==> config.mk <==
export PLATFORM = sky130hd
export DESIGN_NAME = prog_loader
export DESIGN_NICKNAME = d
export VERILOG_FILES = /design/src/rtl/prog_loader_pkg.sv /design/src/rtl/prog_loader_ram.sv /design/src/rtl/prog_loader.sv
export SDC_FILE = /design/constraint.sdc
export NUM_CORES = 1
export LEC_CHECK = 0
export CAP_MARGIN = 10
export CORE_ASPECT_RATIO = 0.7
export CORE_MARGIN = 2
export CORE_UTILIZATION = 35
export DETAILED_ROUTE_END_ITERATION = 7
export SYNTH_ARGS = -nofsm -noshare
export SYNTH_HDL_FRONTEND = slang
export SYNTH_SLANG_ARGS = --single-unit
==> constraint.sdc <==
create_clock -name Clock -period 3 [get_ports Clock]
set_clock_uncertainty 0.1 [all_clocks]
set_input_delay 0.45 -clock Clock [delete_from_list [all_inputs] [get_ports Clock]]
set_output_delay 0.45 -clock Clock [all_outputs]
set_load 0.05 [all_outputs]
==> src/rtl/prog_loader_pkg.sv <==
// Shared definitions for the program loader.
// Holds the default RAM geometry and the loader FSM state encoding.
package prog_loader_pkg;

  localparam int ADDR_W_DEF = 5;  // instruction RAM depth 2**5 = 32 words
  localparam int DATA_W_DEF = 9;  // matches processor DIN/BusWires width

  typedef enum logic [1:0] {
    S_IDLE   = 2'd0,
    S_LOAD   = 2'd1,
    S_FINISH = 2'd2
  } state_t;

endpackage

==> src/rtl/prog_loader_ram.sv <==
// Instruction RAM for the program loader.
// One synchronous write port and one registered read port. The read is
// read-first: on a same-address read and write, the old word is returned.
// Storage is not reset. Only the read register is reset.
// Ports:
//   Clock, Resetn      - clock, async active-low reset (read register only)
//   we, waddr, wdata   - write port
//   raddr, rdata       - registered read port (1-cycle latency)
module prog_loader_ram #(
  parameter int ADDR_W = 5,
  parameter int DATA_W = 9
) (
  input  logic              Clock,
  input  logic              Resetn,
  input  logic              we,
  input  logic [ADDR_W-1:0] waddr,
  input  logic [DATA_W-1:0] wdata,
  input  logic [ADDR_W-1:0] raddr,
  output logic [DATA_W-1:0] rdata
);

  logic [DATA_W-1:0] mem [2**ADDR_W];

  always_ff @(posedge Clock) begin
    if (we) mem[waddr] <= wdata;
  end

  // Reads the pre-write contents, which gives read-first behaviour.
  always_ff @(posedge Clock or negedge Resetn) begin
    if (!Resetn) rdata <= '0;
    else         rdata <= mem[raddr];
  end

endmodule

==> src/rtl/prog_loader.sv <==
// Program loader. Fills the instruction RAM from a valid/ready word stream
// and holds the processor in reset until a load session completes.
// Ports:
//   Clock, Resetn          - clock, async active-low reset
//   Load, Length           - start a session of Length words (0 = full RAM)
//   Abort                  - drop the active session
//   WrValid/WrData/WrReady - word stream into the RAM
//   RdAddr/RdData          - processor fetch port (registered, read-first)
//   Busy, LoadDone         - session status, completion pulse
//   CpuResetn              - processor hold-in-reset (low until a load completes)
//   WordCount              - words accepted in the current/most recent session
module prog_loader
  import prog_loader_pkg::*;
#(
  parameter int ADDR_W = ADDR_W_DEF,
  parameter int DATA_W = DATA_W_DEF
) (
  input  logic              Clock,
  input  logic              Resetn,
  input  logic              Load,
  input  logic [ADDR_W-1:0] Length,
  input  logic              Abort,
  input  logic              WrValid,
  input  logic [DATA_W-1:0] WrData,
  output logic              WrReady,
  input  logic [ADDR_W-1:0] RdAddr,
  output logic [DATA_W-1:0] RdData,
  output logic              Busy,
  output logic              LoadDone,
  output logic              CpuResetn,
  output logic [ADDR_W:0]   WordCount
);

  localparam logic [ADDR_W:0] FULL = {1'b1, {ADDR_W{1'b0}}};
  localparam logic [ADDR_W:0] ONE  = {{ADDR_W{1'b0}}, 1'b1};

  state_t          state;
  logic [ADDR_W:0] len_q;
  logic [ADDR_W:0] count_inc;
  logic            we;

  // The session never exceeds the RAM depth. The low bits of WordCount
  // therefore serve as the write pointer, with no wrap.
  assign count_inc = WordCount + ONE;
  assign we        = WrReady & WrValid & ~Abort;

  always_ff @(posedge Clock or negedge Resetn) begin
    if (!Resetn) begin
      state     <= S_IDLE;
      len_q     <= '0;
      WordCount <= '0;
      WrReady   <= 1'b0;
      Busy      <= 1'b0;
      LoadDone  <= 1'b0;
      CpuResetn <= 1'b0;
    end else begin
      case (state)
        S_IDLE: if (Load) begin
          state     <= S_LOAD;
          WordCount <= '0;
          len_q     <= (Length == '0) ? FULL : {1'b0, Length};
          WrReady   <= 1'b1;
          Busy      <= 1'b1;
          CpuResetn <= 1'b0;
        end
        S_LOAD: begin
          if (Abort) begin
            // CpuResetn is already low and stays low until a later completion.
            state   <= S_IDLE;
            WrReady <= 1'b0;
            Busy    <= 1'b0;
          end else if (WrValid) begin
            WordCount <= count_inc;
            if (count_inc == len_q) begin
              state    <= S_FINISH;
              WrReady  <= 1'b0;
              LoadDone <= 1'b1;
            end
          end
        end
        S_FINISH: begin
          state     <= S_IDLE;
          LoadDone  <= 1'b0;
          Busy      <= 1'b0;
          CpuResetn <= 1'b1;
        end
        default: begin
          state   <= S_IDLE;
          WrReady <= 1'b0;
          Busy    <= 1'b0;
        end
      endcase
    end
  end

  prog_loader_ram #(.ADDR_W(ADDR_W), .DATA_W(DATA_W)) inst_ram (
    .Clock (Clock),
    .Resetn(Resetn),
    .we    (we),
    .waddr (WordCount[ADDR_W-1:0]),
    .wdata (WrData),
    .raddr (RdAddr),
    .rdata (RdData)
  );

endmodule

==> results of run 1 <==
-- through the flow --
step	total power, mW	instance area, µm²	cells	util [%]	worst slack, ns
finish	9.57	14600	1167	42.1	0.342
global route	9.87	14600	1167	42.1	0.298
CTS	9.66	14600	1167	42.1	0.329
detailed placement	5.90	13600	1111	39.3	0.398
global placement	5.87	13600	1111	39.3	0.385
floorplan	5.56	12300	568	-	0.639
-- placed cells by master, fill, tap and decap left out, types with 3 or more instances in the layout --
| cell | count |
|---|---|
| clkbuf_1 | 12 |
| clkbuf_16 | 30 |
| ha_1 | 4 |
| nand2_1 | 27 |
| o31ai_1 | 5 |
| clkinv_2 | 5 |
| o21ai_0 | 6 |
| mux4_2 | 90 |
| edfxtp_1 | 288 |
| buf_12 | 3 |
| mux2_2 | 9 |
| inv_1 | 4 |
| buf_4 | 52 |
| nor2_1 | 43 |
| xnor2_1 | 6 |
| nand3b_1 | 3 |
| clkbuf_8 | 4 |
| nand3_1 | 6 |
| nand2b_1 | 4 |
| dfrtp_1 | 27 |
| clkdlybuf4s50_1 | 40 |
| bufinv_16 | 3 |
-- sequential cells by signal (all words and copies together) (netlist names) --
signal	count
LoadDone	1
inst_ram.rdata	9
WordCount	6
inst_ram.mem	288
CpuResetn	1
state	2
Busy	1
WrReady	1
len_q	6
-- where the power goes --
group | total [mW] | leakage, nW | internal [mW] | switching (mW)
combinational | 0.833 | 1.31 | 0.347 | 0.486
clock | 3.77 | 0.482 | 2.21 | 1.56
sequential | 4.96 | 2.93 | 4.89 | 0.0769
-- how the worst max path moves through the flow --
stage / to / slack, ns / cells past startpoint
after floorplan: inst_ram.mem[10][0]$_DFFE_PP_ / 0.64 / 3
after global placement: inst_ram.mem[15][2]$_DFFE_PP_ / 0.38 / 6
after detailed placement: inst_ram.mem[15][1]$_DFFE_PP_ / 0.40 / 6
after CTS: WordCount[2] / 0.33 / 1
after global routing: WordCount[2] / 0.30 / 1
final: WordCount[2] / 0.34 / 1
-- logic make-up after synthesis --
kind of cell | synth area share [%]
AO/OA/AOI/OAI | 1.07
XOR/XNOR | 0.571
adder cells (fa/ha/maj) | 0.408
buffers and inverters | 1.18
flip-flops | 76.0
multiplexers | 17.4
AND/OR/NAND/NOR | 3.38
-- layer usage --
layer  up-vias  track usage (%)  wire length (µm)
met4         0             2.84               455
li1       2540                -                 -
met2       233             22.9             12500
met1      3212             21.7             12000
met5         -                0                 0
met3        35             4.31              2220
-- final cells by class --
class	count	area (µm²)
fill	2970	20000
sequential	315	9320
multi-input combinational	224	2790
timing repair buffer	96	856
clock buffer	46	851
tap	472	591
clock inverter	10	139
inverter	4	15.0
==> run_results.csv, run 1 <==
group,metric,value,unit
worst_setup_path,crit_slowest_cell,"clkdlybuf4s50_1",
floorplanning,num_io_pins,43,
floorplanning,start_util,35.5,%
sta,period_needed,2.66,ns
synth,synth_most_common_cell,"edfxtp_1",
sta,finalSetupViolCount,0,
worst_setup_path,start_kind,"register",
cts,cts-root-buf,"clkbuf_16",
synth,async_flop_share,8.57,%
cts,tritoncts,"done",
detailed_routing,vias,6020,
sta,timing.final.crit_share,88.6,%
synth,synth-main-ff-cell,"edfxtp_1",
worst_setup_path,ff2ff_path_depth,5,
grt,antenna_found_initial,0,
worst_setup_path,r2r_start,"WordCount[2]$_DFFE_PN0P_",
worst_setup_path,end_kind,"output pin",
sta,hold_viol,0,
cts,clk_latency,0.57,ns
detailed_routing,finalWirelength,27.1,mm
worst_setup_path,cp.buffers_inverters,1,
grt,grt_max_degree,73,
floorplanning,die_x,228,µm
synth,synth.top_cell.area_share,70.5,%
synth,ys_warn_count,0,
hold_path,hold_class,"in2async",
floorplanning,rows,57,
grt,grtUsageTotal,15.0,%
cts,post-cts-setup-buffer-count,0,
sta,drv_slew,0,
floorplanning,dieArea,36600,µm²
floorplanning,coreArea,34600,µm²
synth,avgSynthCellArea,21.6,µm²
cts,htree_levels,1,
detailed_routing,via_per_inst,5.16,
detailed_routing,drt_iter0_drc,593,
sta,rsz0062_at_grt,"false",
worst_setup_path,cp.required,2.45,ns
cells_and_area,drive_gt1_share,29.4,%
cells_and_area,area_growth,18.8,%
cts,hold_buffers,0,
synth,synth_area_leaders,"edfxtp_1 71%, mux4_2 17%, dfrtp_1 5.5%, nor2_1 1.3%, mux2_2 0.83%",
worst_setup_path,critPathLaunch,"WordCount[2]$_DFFE_PN0P_",
cts,clockBufferDepth,3,
sta,tightest_slew,0.720,ns
power_and_ir_drop,p_leak,4.72,nW
detailed_routing,wire_per_inst,23.2,µm
worst_setup_path,worstPathMaxFanout,16,
sta,maxSlewHeadroom,51.8,%
power_and_ir_drop,irDropWorstVdd,0.000401,V
worst_setup_path,cp_data_arrival_time,2.11,ns
cts,cts_made_buffers,30,
detailed_routing,ant_nets,0,
cells_and_area,nets,699,
cts,cts_resized,0,
placement,dpl.hpwl,17.3,mm
grt,grt_pass1_vias,6230,
cts,clkTransAtPathRegs,0.06,ns
cts,clkSinkCount,315,
synth,syn_nets,596,
worst_setup_path,crit_chain,"clkdlybuf4s50_1",
worst_setup_path,path_delay_family,"buffers and inverters",
placement,io_buffers,42,
run_status,outcome,"completed",
cells_and_area,num_antenna_cells,0,
grt,grt.overflow.total,0,
job,cap_violations,0,
synth,syn-cell-area,12300,µm²
synth,yosysSeqAreaShare,76.0,%
worst_setup_path,r2r_end,"state[0]$_DFFE_PN0P_",
placement,place.gp.congestion,0.784,
worst_setup_path,path_class,"reg2out",
detailed_routing,drt_first_pass_iters,5,
sta,fmax,376,MHz
grt,grt_pass1_wl,40.8,mm
synth,yosysTopAreaCell,"edfxtp_1",
synth,synth_edf_count,288,
worst_setup_path,rrSetupSlack,0.74,ns
worst_setup_path,cpPeakStageDelay,0.90,ns
synth,yosysUniqueCellTypes,35,
floorplanning,die_h,161,µm
sta,tns,0,ns
synth,yosys-top-cells-count,"288 x edfxtp_1, 90 x mux4_2, 43 x nor2_1",
sta,holdWs,0.242,ns
synth,syn-instance-count,568,
detailed_routing,drc_errors,0,
synth,yosys_register_bits,315,
power_and_ir_drop,powerDensity,657,nW/µm²
No activity file was read; power rests on OpenSTA's default activity.
==> run 2, diff against run 1 <==
--- a/config.mk
+++ b/config.mk
@@ -8,8 +8,9 @@
 export CAP_MARGIN = 10
 export CORE_ASPECT_RATIO = 0.7
 export CORE_MARGIN = 2
-export CORE_UTILIZATION = 35
+export CORE_UTILIZATION = 61
 export DETAILED_ROUTE_END_ITERATION = 7
+export PLACE_DENSITY = 0.8
 export SYNTH_ARGS = -nofsm -noshare
 export SYNTH_HDL_FRONTEND = slang
 export SYNTH_SLANG_ARGS = --single-unit
==> constraint.sdc (replaced) <==
create_clock -name Clock -period 2.9 [get_ports Clock]
set_clock_uncertainty 0.1 [all_clocks]
set_input_delay 0.435 -clock Clock [delete_from_list [all_inputs] [get_ports Clock]]
set_output_delay 0.435 -clock Clock [all_outputs]
set_load 0.05 [all_outputs]
==> run_results.csv, run 2 (synthesis results as in run 1) <==
group,metric,value,unit
placement,dpl.hpwl,17.5,mm
grt,grt_pass1_wl,41.4,mm
cells_and_area,layout_commonest_cell,"edfxtp_1",
detailed_routing,ant_nets,0,
cells_and_area,largest_register,"inst_ram.mem",
worst_setup_path,crit_slowest_cell,"clkdlybuf4s50_1",
detailed_routing,top_layer_used,"met4",
cts,htree_levels,1,
power_and_ir_drop,irDropWorstVdd,0.000436,V
cts,cts_resized,0,
sta,finalSetupViolCount,0,
cells_and_area,largest_reg_flops,288,
worst_setup_path,cp.required,2.37,ns
cts,cts_made_buffers,29,
worst_setup_path,worstPathMaxFanout,16,
detailed_routing,wl_met2,13.2,mm
worst_setup_path,cpPeakStageDelay,0.90,ns
sta,rsz0062_at_grt,"false",
floorplanning,coreArea,19700,µm²
cts,cts-root-buf,"clkbuf_16",
power_and_ir_drop,powerDensity,677,nW/µm²
detailed_routing,wl_met3,3.14,mm
grt,grt_pass1_vias,6250,
grt,antenna_found_initial,0,
placement,place.gp.congestion,0.915,
power_and_ir_drop,power,9.65,mW
hold_path,hold_class,"in2async",
detailed_routing,via_per_inst,6.45,
cells_and_area,nFillCells,1099,
grt,grt.overflow.total,0,
worst_setup_path,path_class,"reg2out",
placement,dp_slack,0.356,ns
cts,clockBufferDepth,3,
sta,tns,0,ns
grt,grt_max_degree,43,
worst_setup_path,end_kind,"output pin",
floorplanning,num_io_pins,43,
sta,timing.final.crit_share,91.3,%
cts,tritoncts,"done",
worst_setup_path,cp_data_arrival_time,2.11,ns
cells_and_area,nets,702,
cells_and_area,num_antenna_cells,0,
cts,clkTransAtPathRegs,0.06,ns
worst_setup_path,cp.buffers_inverters,1,
cells_and_area,final_cell_mix,"288 x edfxtp_1, 90 x mux4_2, 55 x buf_4",
sta,tightest_slew,0.676,ns
sta,hold_viol,0,
cts,post-cts-setup-buffer-count,0,
cells_and_area,drive_gt1_share,29.1,%
grt,grtUsageTotal,27.6,%
sta,setup_slack,0.252,ns
cells_and_area,design_area,14300,µm²
cts,clk_latency,0.55,ns
power_and_ir_drop,p_leak,4.70,nW
floorplanning,dieArea,21300,µm²
job,cap_violations,0,
cells_and_area,area_growth,16.3,%
sta,fmax,378,MHz
worst_setup_path,start_kind,"register",
detailed_routing,finalWirelength,28.2,mm
worst_setup_path,rrSetupSlack,0.66,ns
sta,maxSlewHeadroom,54.8,%
cts,hold_buffers,0,
detailed_routing,drc_errors,0,
floorplanning,rows,43,
cells_and_area,reg_top3,"inst_ram.mem x288, inst_ram.rdata x9",
sta,period_needed,2.65,ns
detailed_routing,vias,6222,
sta,holdWs,0.180,ns
cts,clkSinkCount,315,
placement,io_buffers,42,
floorplanning,die_x,173,µm
detailed_routing,drt_iter0_drc,769,
detailed_routing,wire_per_inst,29.2,µm
run_status,outcome,"completed",
floorplanning,die_h,123,µm
worst_setup_path,path_delay_family,"buffers and inverters",
placement,placed_area,13400,µm²
detailed_routing,drt_first_pass_iters,5,
sta,drv_slew,0,
floorplanning,start_util,62.1,%
detailed_routing,met1_length,11.2,mm
worst_setup_path,crit_chain,"clkdlybuf4s50_1",
[run 2: final cells by class]
| class | instances | area (µm²) | area share, % |
|---|---|---|---|
| repair buffers | 100 | 898 | 6.30 |
| flip-flops and latches | 315 | 9320 | 65.4 |
| clock inverters | 13 | 119 | 0.834 |
| multi-input cells | 224 | 2790 | 19.6 |
| clock buffers | 38 | 769 | 5.40 |
| inverters | 4 | 15.0 | 0.105 |
| well taps | 270 | 338 | 2.37 |
[run 2: stage by stage]
stage                     util [%]  cells
after floorplan                  -    568
after global placement        67.7    913
after detailed placement      67.7    913
after CTS                     72.2    964
after global routing          72.2    964
final                         72.2    964
[run 2: path summary, 6_finish.rpt]
path | from | to | depth (start not counted)
worst max-delay path | WordCount[2]$_DFFE_PN0P_ | WordCount[2] | 1
worst min-delay path | Resetn | inst_ram.rdata[3]$_DFF_PN0_ | 2
worst max register to register | WordCount[0]$_DFFE_PN0P_ | WrReady$_DFFE_PN0P_ | 6
worst min register to register | CpuResetn$_DFFE_PN0P_ | CpuResetn$_DFFE_PN0P_ | 2
max in group asynchronous | Resetn | inst_ram.rdata[0]$_DFF_PN0_ | 2
min in group Clock | Length[1] | len_q[1]$_DFFE_PN0P_ | 3
[run 2: metal layers]
layer | vias to the layer above | GRT usage [%]
li1 | 2543 | -
met1 | 3263 | 40.7
met2 | 372 | 42.2
met3 | 44 | 7.43
met4 | 0 | 6.89
met5 | - | 0
[run 2: where the power goes]
part | internal (mW) | total, mW | leakage (nW) | switching (mW)
sequential | 5.05 | 5.13 | 2.93 | 0.0781
combinational | 0.363 | 0.886 | 1.34 | 0.523
clock | 2.04 | 3.63 | 0.436 | 1.59
total | 7.46 | 9.65 | 4.70 | 2.19
==> run 3, diff against run 2 <==
--- a/config.mk
+++ b/config.mk
@@ -5,12 +5,14 @@
 export SDC_FILE = /design/constraint.sdc
 export NUM_CORES = 1
 export LEC_CHECK = 0
+export ABC_AREA = 1
 export CAP_MARGIN = 10
 export CORE_ASPECT_RATIO = 0.7
 export CORE_MARGIN = 2
 export CORE_UTILIZATION = 61
 export DETAILED_ROUTE_END_ITERATION = 7
-export PLACE_DENSITY = 0.8
+export PLACE_DENSITY = 0.79
+export RECOVER_POWER = 100
 export SYNTH_ARGS = -nofsm -noshare
 export SYNTH_HDL_FRONTEND = slang
 export SYNTH_SLANG_ARGS = --single-unit
==> run_results.csv, run 3 <==
group,metric,value,unit
sta,holdWs,0.375,ns
cells_and_area,final_cell_mix,"288 x edfxtp_1, 190 x nor2_1, 151 x o21ai_0",
power_and_ir_drop,irDropWorstVdd,0.000588,V
synth,synth_edf_count,288,
power_and_ir_drop,p_clk_share,37.0,%
floorplanning,start_util,61.6,%
cts,clkTransAtPathRegs,0.07,ns
worst_setup_path,path_class,"reg2out",
cells_and_area,reg_top3,"inst_ram.mem x288, inst_ram.rdata x9",
floorplanning,rows,44,
power_and_ir_drop,power_frac_seq,52.3,%
placement,dpl.hpwl,17.5,mm
cells_and_area,num_antenna_cells,0,
grt,grt.overflow.total,0,
cells_and_area,nets,1084,
synth,yosysUniqueCellTypes,30,
worst_setup_path,cpPeakStageDelay,0.93,ns
synth,syn-cell-area,12700,µm²
cts,tritoncts,"done",
cells_and_area,layout_commonest_cell,"edfxtp_1",
grt,grt_use_met2,43.3,%
worst_setup_path,worstPathMaxFanout,10,
synth,syn-instance-count,987,
worst_setup_path,start_kind,"register",
synth,yosysTopAreaCell,"edfxtp_1",
worst_setup_path,critPathLaunch,"WordCount[2]$_DFFE_PN0P_",
grt,grt.met3_usage,4.76,%
grt,grt_max_degree,145,
power_and_ir_drop,swShare,24.7,%
sta,rsz0062_at_grt,"false",
cts,cts_resized,0,
detailed_routing,wire_per_inst,22.0,µm
power_and_ir_drop,power,9.88,mW
cts,clkSinkCount,315,
cells_and_area,fin_util,69.4,%
power_and_ir_drop,p_comb_share,10.7,%
cells_and_area,largest_reg_flops,288,
synth,yosysSeqAreaShare,73.5,%
placement,place.gp.congestion,0.850,
worst_setup_path,crit_slowest_cell,"dlygate4sd3_1",
detailed_routing,via_per_inst,6.18,
sta,finalSetupViolCount,0,
synth,yosys-top-cells-count,"288 x edfxtp_1, 187 x nor2_1, 147 x o21ai_0",
floorplanning,dieArea,22000,µm²
cells_and_area,nFillCells,1453,
cells_and_area,largest_register,"inst_ram.mem",
detailed_routing,drt_first_pass_iters,7,
placement,io_buffers,42,
hold_path,hold_class,"reg2reg",
cts,cts_made_buffers,28,
detailed_routing,drc_errors,0,
grt,grtUsageTotal,27.7,%
grt,grt_pass1_wl,46.2,mm
synth,avgSynthCellArea,12.9,µm²
power_and_ir_drop,p_leak,4.79,nW
sta,setup_slack,0.309,ns
power_and_ir_drop,power.switching,2.44,mW
cells_and_area,area_growth,12.5,%
run_status,outcome,"complete, but fails checks",
synth,synth-main-ff-cell,"edfxtp_1",
cts,cts-root-buf,"clkbuf_16",
sta,fmax,386,MHz
synth,syn_nets,1015,
run_status,violations,"max-capacitance violations, max-slew violations",
detailed_routing,vias,8365,
sta,drv_slew,292,
floorplanning,num_io_pins,43,
sta,tns,0,ns
cts,htree_levels,1,
detailed_routing,finalWirelength,29.7,mm
sta,hold_viol,0,
worst_setup_path,r2r_start,"WordCount[0]$_DFFE_PN0P_",
synth,synth_most_common_cell,"edfxtp_1",
worst_setup_path,end_kind,"output pin",
placement,dp_slack,0.532,ns
cts,clk_latency,0.55,ns
hold_path,min_from,"CpuResetn$_DFFE_PN0P_",
grt,grt_pass1_vias,8144,
detailed_routing,ant_nets,0,
job,cap_violations,9,
sta,maxSlewHeadroom,-18.3,%
floorplanning,die_x,176,µm
sta,tightest_slew,1.77,ns
grt,met1_usage,40.8,%
power_and_ir_drop,powerDensity,692,nW/µm²
worst_setup_path,cp.buffers_inverters,1,
cts,post-cts-setup-buffer-count,0,
cts,hold_buffers,0,
worst_setup_path,crit_chain,"dlygate4sd3_1",
synth,synth.top_cell.area_share,68.1,%
sta,period_needed,2.59,ns
sta,timing.final.crit_share,89.3,%
cts,clockBufferDepth,3,
synth,async_flop_share,8.57,%
detailed_routing,drt_iter0_drc,1013,
floorplanning,coreArea,20600,µm²
cells_and_area,drive_gt1_share,6.77,%
grt,busiest_layer,"met2",
grt,antenna_found_initial,0,
synth,synth_area_leaders,"edfxtp_1 68%, o21ai_0 5.8%, nor2_1 5.5%, dfrtp_1 5.3%, o221ai_1 4.3%",
worst_setup_path,cp_data_arrival_time,2.06,ns
floorplanning,die_h,125,µm
worst_setup_path,path_delay_family,"buffers and inverters",
worst_setup_path,cp.required,2.37,ns
synth,ys_warn_count,0,
synth,yosys_register_bits,315,
power_and_ir_drop,intPower,7.44,mW
## run 3: changes by cell type after synthesis, sizes merged, moves of 24 or more
cell,delta
inv,+24
mux4,-90
nand2,+63
nand3,+41
nor2,+152
o21ai,+156
o221ai,+62
## run 3: worst paths after layout
kind,end,slack (ns),cells past startpoint
setup / recovery,WordCount[2],0.31,1
setup reg to reg,inst_ram.mem[31][5]$_DFFE_PP_,0.53,4
hold / removal,CpuResetn$_DFFE_PN0P_,0.37,2
hold reg to reg,CpuResetn$_DFFE_PN0P_,0.37,2
max in group asynchronous,inst_ram.rdata[4]$_DFF_PN0_,0.87,2
min in group asynchronous,len_q[4]$_DFFE_PN0P_,0.79,2
## run 3: per-layer routing
metal | vias up | part of all wire (%)
li1 | 3777 | -
met1 | 4078 | 40
met2 | 443 | 47
met3 | 67 | 10
met4 | 0 | 2.3
met5 | - | 0
## run 3: kinds of logic (layout without fill, tap and decap cells)
kind of cell             after synthesis  after routing  share of synthesized area (%)
adder cells (fa/ha/maj)                4              4                          0.394
flip-flops                           315            315                           73.5
buffers and inverters                 91            182                           3.84
AO/OA/AOI/OAI                        241            241                           11.6
AND/OR/NAND/NOR                      336            336                           10.7
## run 3: layout make-up
cell class | count | area, µm² | area share [%]
sequential | 315 | 9320 | 65.3
clock inverter | 6 | 33.8 | 0.236
timing repair buffer | 100 | 712 | 4.98
clock buffer | 46 | 880 | 6.16
multi-input combinational | 581 | 2870 | 20.1
inverter | 30 | 120 | 0.841
tap | 276 | 345 | 2.42
## run 3: power by group through the flow
| stage | clock [mW] | sequential, mW | combinational (mW) |
|---|---|---|---|
| finish | 3.65 | 5.17 | 1.06 |
| global route | 3.86 | 5.18 | 1.16 |
| CTS | 3.68 | 5.16 | 1.11 |
| detailed placement | 0 | 5.26 | 1.10 |
| global placement | 0 | 5.25 | 1.07 |
| floorplan | 0 | 5.40 | 0.551 |
## run 3: through the flow
| stage | instances | instance area [µm²] |
|---|---|---|
| after floorplan | 987 | 12700 |
| after global placement | 1302 | 13600 |
| after detailed placement | 1302 | 13600 |
| after CTS | 1354 | 14500 |
| after global routing | 1354 | 14300 |
| final | 1354 | 14300 |
